## src/rtl/chunked_adder_pkg.sv

```systemverilog
// Shared types and pin-map constants for the chunked add/subtract tile.
package chunked_adder_pkg;

  typedef enum logic [1:0] {
    IDLE = 2'd0,
    RUN  = 2'd1,
    DONE = 2'd2
  } state_t;

  // uio_in control bits
  localparam int UIO_START  = 0;
  localparam int UIO_VALID  = 1;
  localparam int UIO_SUB    = 2;
  localparam int UIO_CIN    = 3;
  // uio_out status bits
  localparam int UIO_OVALID = 4;
  localparam int UIO_DONE   = 5;
  localparam int UIO_COUT   = 6;
  localparam int UIO_OVF    = 7;

  localparam logic [7:0] UIO_OE_MASK = 8'hF0;
  localparam int         CHUNK_MAX   = 4;

endpackage

```

## src/rtl/chunked_adder_chunk_adder.sv

```systemverilog
// Combinational CHUNK-bit ripple of full-adder cells; also exposes the
// carry into the MSB so the caller can derive signed overflow.
module chunk_adder
  import chunked_adder_pkg::*;
#(
  parameter int CHUNK = 4
) (
  input  logic [CHUNK-1:0] a,
  input  logic [CHUNK-1:0] b,
  input  logic             cin,
  output logic [CHUNK-1:0] sum,
  output logic             cout,
  output logic             c_msb
);

  if (CHUNK < 1 || CHUNK > CHUNK_MAX) begin : g_bad_chunk
    $error("chunk_adder: CHUNK must be 1..%0d", CHUNK_MAX);
  end

  logic [CHUNK:0] c;

  assign c[0] = cin;

  for (genvar i = 0; i < CHUNK; i++) begin : g_fa
    assign sum[i]   = a[i] ^ b[i] ^ c[i];
    assign c[i+1]   = (a[i] & b[i]) | (c[i] & (a[i] ^ b[i]));
  end

  assign cout  = c[CHUNK];
  assign c_msb = c[CHUNK-1];

endmodule

```

## src/rtl/tt_um_taghreed_eialsalman_chunked_adder.sv

```systemverilog
// Multi-cycle WIDTH-bit add/subtract over CHUNK-bit slices, LSB slice first,
// with a registered carry between beats, behind the Tiny Tapeout pin set.
module tt_um_taghreed_eialsalman_chunked_adder
  import chunked_adder_pkg::*;
#(
  parameter int WIDTH = 16,
  parameter int CHUNK = 4
) (
  input  logic [7:0] ui_in,
  output logic [7:0] uo_out,
  input  logic [7:0] uio_in,
  output logic [7:0] uio_out,
  output logic [7:0] uio_oe,
  input  logic       ena,
  input  logic       clk,
  input  logic       rst_n
);

  localparam int NCHUNK = WIDTH / CHUNK;
  localparam int IDX_W  = (NCHUNK > 1) ? $clog2(NCHUNK) : 1;
  localparam logic [IDX_W-1:0] LAST_IDX = IDX_W'(NCHUNK - 1);

  if (WIDTH < 4 || WIDTH > 64 || (WIDTH % CHUNK) != 0) begin : g_bad_width
    $error("WIDTH must be 4..64 and a multiple of CHUNK");
  end

  state_t           state_q, state_d;
  logic             sub_q;
  logic             carry_q;
  logic [IDX_W-1:0] idx_q;
  logic [CHUNK-1:0] sum_q;
  logic [3:0]       slice_q;
  logic             out_valid_q, done_q, cout_q, ovf_q;

  logic             start, beat, last_beat;
  logic [CHUNK-1:0] add_sum;
  logic             add_cout, add_c_msb;
  logic             unused_pins;

  assign start     = ena & uio_in[UIO_START];
  assign beat      = ena & ~uio_in[UIO_START] & uio_in[UIO_VALID] & (state_q == RUN);
  assign last_beat = (idx_q == LAST_IDX);

  // B is inverted for subtraction; the +1 comes from the preloaded carry.
  chunk_adder #(.CHUNK(CHUNK)) u_chunk_adder (
    .a     (ui_in[CHUNK-1:0]),
    .b     (ui_in[4 +: CHUNK] ^ {CHUNK{sub_q}}),
    .cin   (carry_q),
    .sum   (add_sum),
    .cout  (add_cout),
    .c_msb (add_c_msb)
  );

  // NOTE: sequential state uses non-blocking assignments so every register
  // samples pre-edge values regardless of process ordering.
  always_ff @(posedge clk or negedge rst_n) begin
    if (!rst_n) state_q <= IDLE;
    else        state_q <= state_d;
  end

  // NOTE: give every always_comb output a default first; a missed branch
  // otherwise infers a latch.
  always_comb begin
    state_d = state_q;
    if (start)                  state_d = RUN;
    else if (beat && last_beat) state_d = DONE;
  end

  always_ff @(posedge clk or negedge rst_n) begin
    if (!rst_n) begin
      sub_q   <= 1'b0;
      carry_q <= 1'b0;
      idx_q   <= '0;
      sum_q   <= '0;
      slice_q <= '0;
      done_q  <= 1'b0;
      cout_q  <= 1'b0;
      ovf_q   <= 1'b0;
    end else if (ena) begin
      if (start) begin
        sub_q   <= uio_in[UIO_SUB];
        carry_q <= uio_in[UIO_CIN] ^ uio_in[UIO_SUB];
        idx_q   <= '0;
        done_q  <= 1'b0;
        cout_q  <= 1'b0;
        ovf_q   <= 1'b0;
      end else if (beat) begin
        sum_q   <= add_sum;
        slice_q <= 4'(idx_q);
        carry_q <= add_cout;
        idx_q   <= idx_q + 1'b1;
        if (last_beat) begin
          cout_q <= add_cout;
          ovf_q  <= add_c_msb ^ add_cout;
          done_q <= 1'b1;
        end
      end
    end
  end

  // out_valid is a one-cycle pulse; it also drops to 0 while ena is low.
  always_ff @(posedge clk or negedge rst_n) begin
    if (!rst_n) out_valid_q <= 1'b0;
    else        out_valid_q <= beat;
  end

  always_comb begin
    uo_out              = {slice_q, 4'(sum_q)};
    uio_out             = '0;
    uio_out[UIO_OVALID] = out_valid_q;
    uio_out[UIO_DONE]   = done_q;
    uio_out[UIO_COUT]   = cout_q;
    uio_out[UIO_OVF]    = ovf_q;
    uio_oe              = UIO_OE_MASK;
  end

  assign unused_pins = ^{ui_in, uio_in[7:4]};

endmodule

```

## config.mk

```make
export PLATFORM = sky130hd
export DESIGN_NAME = tt_um_taghreed_eialsalman_chunked_adder
export DESIGN_NICKNAME = d
export VERILOG_FILES = /design/src/rtl/chunked_adder_pkg.sv /design/src/rtl/chunked_adder_chunk_adder.sv /design/src/rtl/tt_um_taghreed_eialsalman_chunked_adder.sv
export SDC_FILE = /design/constraint.sdc
export NUM_CORES = 1
export LEC_CHECK = 0
export CORE_ASPECT_RATIO = 1.2
export CORE_MARGIN = 2
export CORE_UTILIZATION = 46
export CTS_BUF_LIST = sky130_fd_sc_hd__clkbuf_4
export CTS_CLUSTER_SIZE = 28
export DETAILED_ROUTE_END_ITERATION = 8
export PLACE_DENSITY = 0.91
export SYNTH_ARGS = -nofsm -noshare
export SYNTH_HDL_FRONTEND = slang
export SYNTH_SLANG_ARGS = --single-unit
```

## constraint.sdc

```tcl
create_clock -name clk -period 7.5 [get_ports clk]
set_clock_uncertainty 0.2 [all_clocks]
set_input_delay 1.5 -clock clk [delete_from_list [all_inputs] [get_ports clk]]
set_output_delay 1.5 -clock clk [all_outputs]
set_load 0.03 [all_outputs]
```

==> results.sh <==
export IMPL_grt_max_degree=17
export IMPL_drt_iter0_markers=13
export IMPL_ant_nets=0
export IMPL_clk_latency_ns=0.29
export IMPL_cp_max_fo=3
export IMPL_fin_area_mm2=0.00120
export IMPL_cts_made_buffers=3
export IMPL_pre_cts_ws_ns=3.06
export IMPL_antenna_found_initial=0
export IMPL_ys_warnings_count=0
export IMPL_power_w=0.000280
export IMPL_crit_slowest_cell="clkdlybuf4s50_1"
export IMPL_via_per_inst=4.58
export IMPL_path_delay_family="adder cells"
export IMPL_worstMarginPinSlew_ns=0.714
export IMPL_cp_startpoint="ui_in[0]"
export IMPL_cts_buffer_depth=2
export IMPL_synth_cells=90
export IMPL_finalHoldViolations=0
export IMPL_syn_cell_area_um2=995
export IMPL_synthTopCellsByCount="18 x buf_4, 16 x dfrtp_1, 10 x o21ai_0, 8 x inv_1"
export IMPL_peakVddDrop_mv=0.132
export IMPL_critPathMaxStageDelay_ns=0.46
export IMPL_synth_edf_count=0
export IMPL_switching_share_pct=37.2
export IMPL_synth_top_cell_area_share_pct=40.3
export IMPL_critical_path_cell_chain="clkdlybuf4s50_1, inv_1, fa_1, inv_1, fa_1, inv_1, fa_1, fa_1, xnor2_1, nor2_1, a221o_1"
export IMPL_maxCapViolCount=0
export IMPL_num_rows=18
export IMPL_final_core_util_pct=58.8
export IMPL_initial_core_util_pct=48.5
export IMPL_setup_viol=0
export IMPL_yosysMostFrequentCell="buf_4"
export IMPL_synthArstFlopShare_pct=100
export IMPL_combPwrFrac_pct=43.0
export IMPL_intPower_w=0.000176
export IMPL_clkSinkCount=16
export IMPL_wire_per_inst_um=12.1
export IMPL_grt_pass1_vias=624
export IMPL_drt_pass1_iter_count=4
export IMPL_setup_ws_ns=3.36
export IMPL_critPathBufInv=4
export IMPL_critPathArrivalTime_ns=4.12
export IMPL_fp_dieW_um=46.5
export IMPL_ioPinCount=43
export IMPL_drt_total_wl_um=1700
export IMPL_critical_path_class="in -> reg"
export IMPL_endpoint_kind="register"
export IMPL_area_delta_synth_final_pct=21.1
export IMPL_outcome="complete, no violations"
export IMPL_hp_class="reg -> reg"
export IMPL_post_cts_hold_buffer_count=0
export IMPL_layout_nets=136
export IMPL_fin_crit_sh_pct=55.2
export IMPL_synth_area_top_cells="dfrtp_1 40%, buf_4 14%, fa_1 8.1%"
export IMPL_placed_cell_area_mm2=0.00118
export IMPL_p_seq_share_pct=40.4
export IMPL_vias=646
export IMPL_ys_seq_area_share_pct=40.3
export IMPL_fmax_mhz=242
export IMPL_grt_pass1_wl_um=2700
export IMPL_dp_hpwl_um=1370
export IMPL_clk_pin_slew_worst_paths_ns=0.09
export IMPL_net_switching_power_w=0.000104
export IMPL_power_leakage_nw=0.544
export IMPL_place_congestion=0.762
export IMPL_finalCriticalPeriod_ns=4.14
export IMPL_rsz0062_at_grt="no"
export IMPL_layout_drive_gt1_share_pct=11.7
export IMPL_tns_ns=0
export IMPL_io_buffers=24
export IMPL_synth_avg_cell_area_um2=11.1
export IMPL_antenna_cells=0
export IMPL_worstPathRequired_ns=7.47
export IMPL_drc=0
export IMPL_clockPowerShare_pct=16.6
export IMPL_grt_overflow=0
export IMPL_yosys_area_top_type="dfrtp_1"
export IMPL_cts_tree="done"
export IMPL_synth_cell_types=25
export IMPL_cts_resized_gates=0
export IMPL_slew_headroom_pct=52.2
export IMPL_post_cts_setup_buffer_count=0
export IMPL_path_common_cell="fa_1"
export IMPL_power_density_mw_per_mm2=232
export IMPL_core_mm2=0.00205
export IMPL_worstSetupStartpointType="input port"
export IMPL_reg2reg_from="sub_q$_DFFE_PN0P_"
export IMPL_root_buffer="clkbuf_4"
export IMPL_ys_flop_type="dfrtp_1"
export IMPL_htreeDepth=1
export IMPL_die_h_um=54.9
export IMPL_holdCritStartpoint="done_q$_DFFE_PN0P_"
export IMPL_ys_seq_elements=16
export IMPL_drv_slew=0
export IMPL_die_area_mm2=0.00255
export IMPL_grt_total_usage_pct=15.6
[sequential cells by signal (all words and copies together) (netlist names)]
register     count
sum_q            4
idx_q            2
slice_q          2
state_q          2
carry_q          1
cout_q           1
done_q           1
out_valid_q      1
ovf_q            1
sub_q            1
[layout by cell type, fill, tap and decap left out, drive strengths merged, types with 2 or more instances in the layout]
master	n
clkbuf	3
clkdlybuf4s50	24
conb	14
dfrtp	16
fa	4
inv	9
mux2	5
nand2	5
nor2	3
o21a	2
o21ai	10
xnor2	4
xor2	2
[worst reg2reg max path, cell delays in order, from the launching register on]
cell and delay (ns):
dfrtp_1 0.47, xnor2_1 0.17, fa_1 0.36, inv_1 0.07
fa_1 0.16, inv_1 0.05, fa_1 0.41, fa_1 0.45
xnor2_1 0.18, nor2_1 0.06, a221o_1 0.33
[final cells by class]
class	count	area, um2
clock buffers	3	22.5
clock inverters	1	3.75
fillers	172	845
inverters	9	36.3
multi-input cells	58	464
flip-flops and latches	16	400
well taps	30	37.5
repair buffers	24	240
[metrics by stage]
| stage | hold WS [ns] | std cells |
|---|---|---|
| floorplan | 0.265 | 102 |
| global placement | 0.280 | 137 |
| detailed placement | 0.295 | 137 |
| CTS | 0.323 | 141 |
| global route | 0.337 | 141 |
| finish | 0.314 | 141 |
[power by group through the flow]
stage	clock network (W)	registers, W	logic [W]
after global placement	0	0.000114	0.000119
after floorplan	0	0.000135	0.0000629
after CTS	0.0000469	0.000113	0.000122
after global routing	0.0000513	0.000115	0.000131
after detailed placement	0	0.000115	0.000121
final	0.0000465	0.000113	0.000121
[cells by family (layout without fill, tap and decap cells)]
| logic type | count (synthesis) | count (layout) | share of synthesized area, % |
|---|---|---|---|
| buffers and inverters | 28 | 37 | 17.6 |
| AOI/OAI and AO/OA | 16 | 16 | 10.7 |
| DFF | 16 | 16 | 40.3 |
| and+or+nand+nor | 12 | 12 | 9.31 |
| xor gates and xnor gates | 6 | 6 | 5.28 |
| adders and majority gates | 5 | 5 | 9.31 |
| muxes | 5 | 5 | 6.79 |
| other | 2 | 14 | 0.755 |
[path summary, 6_finish.rpt]
check                                       end  slack [ns]  cells after the start
max reg2reg                   ovf_q$_DFFE_PN0P_        4.48                     10
min reg2reg                  done_q$_DFFE_PN0P_        0.31                      1
min                          done_q$_DFFE_PN0P_        0.31                      1
max in group asynchronous    cout_q$_DFFE_PN0P_        5.22                      1
max                           ovf_q$_DFFE_PN0P_        3.36                     11
min in group asynchronous  sum_q[1]$_DFFE_PN0P_        1.43                      1
[layer usage]
| layer | GRT usage (%) | share of wire [%] | vias to the layer above |
|---|---|---|---|
| met5 | 0 | 0 | - |
| met4 | 8.57 | 2.3 | 0 |
| met1 | 18.2 | 39 | 308 |
| met3 | 2.92 | 5.9 | 5 |
| li1 | - | - | 305 |
| met2 | 26.6 | 53 | 28 |
Power figures use the tool's default switching activity.
